[src/rtl/etapa_mem.sv]
// etapa_mem: memory stage of the segmented processor.
// Performs the data-memory access, resolves the conditional branch and
// registers the write-back bundle into the MEM/WB pipeline register.
module etapa_mem #(
  parameter int ANCHO    = 32,
  parameter int PROF_MEM = 32
) (
  input  logic             clk,
  input  logic             reset,
  input  logic [9:0]       Controls2,
  input  logic             LeerMem,
  input  logic             EscrMem,
  input  logic             SaltoCond,
  input  logic             Zero,
  input  logic [ANCHO-1:0] ResultadoALU,
  input  logic [ANCHO-1:0] DatoEscr,
  input  logic [4:0]       RegDestino,
  input  logic [ANCHO-1:0] DirSalto,
  output logic             FuentePC,
  output logic [ANCHO-1:0] DirSaltoPC,
  output logic             EscrRegWB,
  output logic             MemaRegWB,
  output logic [ANCHO-1:0] DatoLeidoWB,
  output logic [ANCHO-1:0] ResultadoWB,
  output logic [4:0]       RegDestinoWB,
  output logic             ErrorAlin
);

  localparam int AW = $clog2(PROF_MEM);

  logic [ANCHO-1:0] mem [PROF_MEM];

  logic [AW-1:0]    idx;
  logic             mis;

  logic             escr_reg_d,    escr_reg_q;
  logic             mema_reg_d,    mema_reg_q;
  logic [ANCHO-1:0] dato_leido_d,  dato_leido_q;
  logic [ANCHO-1:0] resultado_d,   resultado_q;
  logic [4:0]       reg_destino_d, reg_destino_q;
  logic             error_alin_d,  error_alin_q;

  // Control bits and upper address bits that this stage does not consume.
  logic unused_bits;
  assign unused_bits = ^{Controls2[9:7], Controls2[4:0], ResultadoALU[ANCHO-1:AW+2]};

  // Word index, alignment check and branch resolution (combinational).
  always_comb begin
    idx        = ResultadoALU[AW+1:2];
    mis        = (LeerMem | EscrMem) & (ResultadoALU[1:0] != 2'b00);
    FuentePC   = SaltoCond & Zero & ~reset;
    DirSaltoPC = DirSalto;
  end

  // Next-state values of the MEM/WB register; the read sees the pre-edge
  // contents, which gives read-before-write on a same-index load/store.
  always_comb begin
    escr_reg_d    = Controls2[5] & ~mis;
    mema_reg_d    = Controls2[6];
    dato_leido_d  = '0;
    if (LeerMem && !mis) begin
      dato_leido_d = mem[idx];
    end
    resultado_d   = ResultadoALU;
    reg_destino_d = RegDestino;
    error_alin_d  = mis;
  end

  // Data memory write port; array is not reset, stores are inhibited in reset.
  always_ff @(posedge clk) begin
    if (!reset && EscrMem && !mis) begin
      mem[idx] <= DatoEscr;
    end
  end

  // MEM/WB pipeline register with asynchronous clear.
  always_ff @(posedge clk or posedge reset) begin
    if (reset) begin
      escr_reg_q    <= 1'b0;
      mema_reg_q    <= 1'b0;
      dato_leido_q  <= '0;
      resultado_q   <= '0;
      reg_destino_q <= '0;
      error_alin_q  <= 1'b0;
    end else begin
      escr_reg_q    <= escr_reg_d;
      mema_reg_q    <= mema_reg_d;
      dato_leido_q  <= dato_leido_d;
      resultado_q   <= resultado_d;
      reg_destino_q <= reg_destino_d;
      error_alin_q  <= error_alin_d;
    end
  end

  assign EscrRegWB    = escr_reg_q;
  assign MemaRegWB    = mema_reg_q;
  assign DatoLeidoWB  = dato_leido_q;
  assign ResultadoWB  = resultado_q;
  assign RegDestinoWB = reg_destino_q;
  assign ErrorAlin    = error_alin_q;

endmodule

[config.mk]
export PLATFORM = sky130hd
export DESIGN_NAME = etapa_mem
export DESIGN_NICKNAME = d
export VERILOG_FILES = /design/src/rtl/etapa_mem.sv
export SDC_FILE = /design/constraint.sdc
export NUM_CORES = 1
export LEC_CHECK = 0
export ABC_AREA = 0
export CAP_MARGIN = 10
export CORE_MARGIN = 1.5
export CORE_UTILIZATION = 40
export CTS_CLUSTER_SIZE = 28
export DETAILED_ROUTE_END_ITERATION = 12
export PLACE_DENSITY_LB_ADDON = 0.25
export RECOVER_POWER = 100
export SYNTH_ARGS = -nofsm -noshare
export SYNTH_HDL_FRONTEND = slang
export SYNTH_SLANG_ARGS = --single-unit
[constraint.sdc]
create_clock -name clk -period 4 [get_ports clk]
set_clock_uncertainty 0.05 [all_clocks]
set_input_delay 0.8 -clock clk [delete_from_list [all_inputs] [get_ports clk]]
set_output_delay 0.8 -clock clk [all_outputs]
set_load 0.01 [all_outputs]
# ---- Yosys cells after proc, flatten, opt, wreduce, memory -nomap -nowiden
# Memory sizes are Yosys's and may differ from the RTL's.
# Index checks and enable logic that the tools add are counted.
dict set report totals {
  regBits 72
  ramBits 1024
  n_memories 1
}
# name depth width rd rd_ports_with_merged_regs write_ports line
set mem_list {}
lappend mem_list {mem 32 32 1 0 1 31} ;# logic [ANCHO-1:0] mem [PROF_MEM];
dict set report classes {
  mux 3
  n_bitwise 7
  n_reduce_logical 6
}
# operator count
set op_table {}
lappend op_table {{32-bit two-way mux} 1}
lappend op_table {{1-bit bitwise AND} 4}
lappend op_table {{1-bit logical AND} 3}
lappend op_table {{1-bit logical NOT} 2}
lappend op_table {{1-bit two-way mux} 2}
lappend op_table {{1-bit NOT} 2}
lappend op_table {{2-bit nonzero test} 1}
lappend op_table {{1-bit bitwise OR} 1}

# ---- Longest topological paths before layout
dict set report depth {
  ltp_word 6
  ltp_mapped 8
  depth_no_buf 4
}

# ---- Worst setup path before layout
# OpenSTA, ideal clock, no wires.
dict set report synth_timing {
  kind {input to register}
  startpoint {in ResultadoALU[1]}
  endpoint {mem mem[24][0] (enable)}
  arrival_ns 4.073
  required_time_ns 3.489
  path_slack_ns -0.584
  cell_stages 4
  n_path_buf 1
  cell_sequence {or4b_1 -> or3_1 -> clkbuf_1 -> nor3_1}
}
dict set report synth_between {
  elab_chain_cells 6
}
# item line
set synth_rtl {}
lappend synth_rtl {{from (decl)} 15} ;# input logic [ANCHO-1:0] ResultadoALU,
lappend synth_rtl {{2-bit nonzero test} 50} ;# mis = (LeerMem | EscrMem) & (ResultadoALU[1:0] != 2'b00);
lappend synth_rtl {{1-bit bitwise AND} 50}
lappend synth_rtl {{1-bit logical NOT} 71} ;# if (!reset && EscrMem && !mis) begin
lappend synth_rtl {{1-bit logical AND} 71}
lappend synth_rtl {{1-bit two-way mux} 71}
lappend synth_rtl {{1-bit two-way mux (implied by the code)} 72} ;# mem[idx] <= DatoEscr;
lappend synth_rtl {{to (decl)} 31}
# Every way passes these cells.

# ---- Worst setup path after layout
dict set report layout_timing {
  startpoint {in ResultadoALU[6]}
  endpoint {reg dato_leido_q[26] (netlist: DatoLeidoWB[26])}
}
dict set report layout_between {
  elab_chain_cells 2
}
# item line
set layout_rtl {}
lappend layout_rtl {{memory read 32 x 32 bit} n/a}
lappend layout_rtl {{32-bit two-way mux} 61} ;# if (LeerMem && !mis) begin
lappend layout_rtl {{net dato_leido_d[26]} 38} ;# logic [ANCHO-1:0] dato_leido_d, dato_leido_q;
lappend layout_rtl {{to (signal assigned)} 88} ;# dato_leido_q <= dato_leido_d;
lappend layout_rtl {{to (decl)} 38}
# The timed path passes the listed nets, and every way through them passes these cells.

==> impl_metrics.json <==
{
  "min_period_over_period_pct": 85.85,
  "met2_usage_pct": 31.92,
  "setup_violations": 0,
  "combPwrFrac_pct": 4.0,
  "rows": 117,
  "cts_hold_buf": 0,
  "grt_usage_pct": 19.62,
  "drc_errors": 0,
  "dieArea_sq_um": 105200,
  "cp_slowest_stage_delay_ns": 0.88,
  "synthesis.area_sq_um": 41320,
  "stdcell_count": 3923,
  "crit_slowest_cell": "dlygate4sd3_1",
  "cts_resized": 0,
  "hpwl_um": 60460,
  "post-route-util_pct": 47.58,
  "p_switching_mw": 4.795,
  "port_buffers": 149,
  "timing.fmax_mhz": 291.2,
  "wl_per_cell_um": 26.53,
  "initial_utilization_pct": 40.44,
  "numCtsBuffers": 110,
  "cts.clk_slew.worst_paths_ns": 0.06,
  "critPathArrivalTime_ns": 3.96,
  "drive_above_1_share_pct": 12.49,
  "netlist_instances": 2225,
  "via_count": 21430,
  "violations": "capacitance limit, slew limit",
  "io_pins": 222,
  "worst_slew_pin_slew_ns": 1.570,
  "gp_congestion": 0.8097,
  "busiest_layer": "met2",
  "p_int_mw": 18.99,
  "finalCriticalPeriod_ns": 3.434,
  "finalHoldViolCount": 0,
  "grt_use_met1_pct": 26.47,
  "power.share.clock_pct": 43.0,
  "ys_ff_latch": 1096,
  "path_class": "primary input to register",
  "layout.nets": 2575,
  "postCtsSetupRepairBufs": 0,
  "synth_top_area_share_pct": 74.41,
  "htreeDepth": 3,
  "required_ns": 4.52,
  "clk_latency_ns": 0.69,
  "pwr_density_cell_nw_per_um2": 489.2,
  "die_w_um": 324.4,
  "crit_buf_inv": 4,
  "first_iter_violations": 1826,
  "synthTopCellsByArea": "edfxtp_1 74%, mux2i_1 12%, dfrtp_1 4.4%",
  "dp.cells": 3710,
  "cts_sinks": 1096,
  "hold_path.class": "primary input to register",
  "synth_cell_type_count": 28,
  "max-slew-margin-rel_pct": -4.639,
  "max-cap-violations": 1,
  "critical_path.top_delay_family": "buffers and inverters",
  "root_buffer": "clkbuf_16",
  "final_cell_mix": "1024 x edfxtp_1, 512 x mux2i_1, 242 x o22ai_1",
  "area_growth_pct": 17.65,
  "firstDrtPassIters": 5,
  "die_height_um": 324.4,
  "status": "finished with violations",
  "synth_async_sr_flop_share_pct": 6.569,
  "grt_pass1_vias": 21560,
  "avgSynthCellArea_sq_um": 18.57,
  "final_common_cell": "edfxtp_1",
  "synth-edff-count": 1024,
  "seq_area_frac_synth_pct": 78.77,
  "yosys_warnings": 0,
  "antenna_found_initial": 13,
  "fp.coreArea_sq_um": 102200,
  "crit_chain": "dlygate4sd3_1 > buf_4 > nand4bb_1 > buf_12 > o22ai_1 > nor4_1 > clkbuf_1 > a31oi_1",
  "post_drt_via_cell_ratio": 5.463,
  "power_mw": 23.78,
  "switching_share_pct": 20.16,
  "syn_nets": 2342,
  "slew_viol_final": 33,
  "tns_ns": 0,
  "power.leakage_nw": 16.91,
  "cts_tree": "yes",
  "grt_pass1_wl_um": 149300,
  "endpoint_kind": "register",
  "antenna_left": 0,
  "overflow": 0,
  "routed_wl_um": 104100,
  "synth-main-ff-cell": "edfxtp_1",
  "peakVddDrop_v": 0.0003712,
  "grt_start_max_net_pins": 64,
  "grt_setup_unrepaired": "no",
  "start_kind": "primary input",
  "clockBufferDepth": 3,
  "p_seq_share_pct": 53.0,
  "synth_top_area_cell": "edfxtp_1",
  "met3_usage_pct": 4.036,
  "cp_max_fo": 16
}
-- cells in the mapped netlist (3+ instances only) --
cell / n
nor2_1: 98
nor3_1: 4
nand2_1: 5
nand4bb_1: 6
buf_4: 32
clkbuf_1: 52
buf_1: 3
o22ai_1: 242
dfrtp_1: 72
o22ai_2: 14
mux2i_1: 512
buf_6: 15
a31oi_1: 32
or4b_1: 5
nand4b_1: 4
edfxtp_1: 1024
nor4_1: 32
buf_2: 58
-- power groups by stage --
stage	Combinational, mW	Clock (mW)	Sequential (mW)
5_1_grt	1.01	10.9	12.6
3_3_place_gp	0.963	0	12.9
2_1_floorplan	0.502	0	12.9
3_5_place_dp	0.984	0	12.9
4_1_cts	0.988	10.4	12.6
6_report	0.944	10.2	12.6
-- logic make-up (layout without fill, tap and decap cells) --
logic type | count (synthesis) | count (layout) | synth area share (%)
AND/OR/NAND/NOR | 166 | 166 | 2.035
other | 0 | 1 | 0
flip-flops | 1096 | 1096 | 78.77
AO/OA/AOI/OAI | 288 | 288 | 4.572
multiplexers | 512 | 512 | 12.40
buffers and inverters | 163 | 492 | 2.222
-- metal layers --
layer | wire (um) | part of all wire, %
met1 | 43630 | 42
met2 | 50010 | 48
met3 | 7820 | 7.5
met4 | 2594 | 2.5
met5 | 34 | 0.033
-- final cells by class --
type / count / area [sq um]
multi-input combinational: 966 / 7996
clock buffer: 147 / 3048
sequential: 1096 / 32550
timing repair buffer: 282 / 2699
clock inverter: 61 / 603.1
fill: 8569 / 53560
inverter: 2 / 8.758
tap: 1368 / 1712
antenna: 1 / 2.502
-- final timing paths --
check | from | end | slack [ns] | cells after the start
min | ResultadoALU[3] | ResultadoWB[3]$_DFF_PP0_ | 0.39 | 1
max reg2reg | mem[14][14]$_DFFE_PP_ | DatoLeidoWB[14]$_DFF_PP0_ | 2.17 | 5
min in group asynchronous | reset | ResultadoWB[31]$_DFF_PP0_ | 0.89 | 3
max in group asynchronous | reset | DatoLeidoWB[22]$_DFF_PP0_ | 1.36 | 4
min reg2reg | mem[29][15]$_DFFE_PP_ | DatoLeidoWB[15]$_DFF_PP0_ | 0.69 | 4
max | ResultadoALU[6] | DatoLeidoWB[26]$_DFF_PP0_ | 0.57 | 8
-- sequential cells by signal (all words and copies together) (netlist names) --
| register | count |
|---|---|
| MemaRegWB | 1 |
| mem | 1024 |
| ResultadoWB | 32 |
| ErrorAlin | 1 |
| RegDestinoWB | 5 |
| DatoLeidoWB | 32 |
| EscrRegWB | 1 |
-- stage by stage --
stage,area (sq um),worst slack [ns],hold WS [ns]
3_5_place_dp,45240,0.2983,0.6814
2_1_floorplan,41340,0.2750,0.5958
6_report,48620,0.5659,0.3943
3_3_place_gp,45240,0.3144,0.6658
4_1_cts,48900,1.017,0.3887
5_1_grt,48620,0.4472,0.4051
Power figures use the tool's default switching activity.
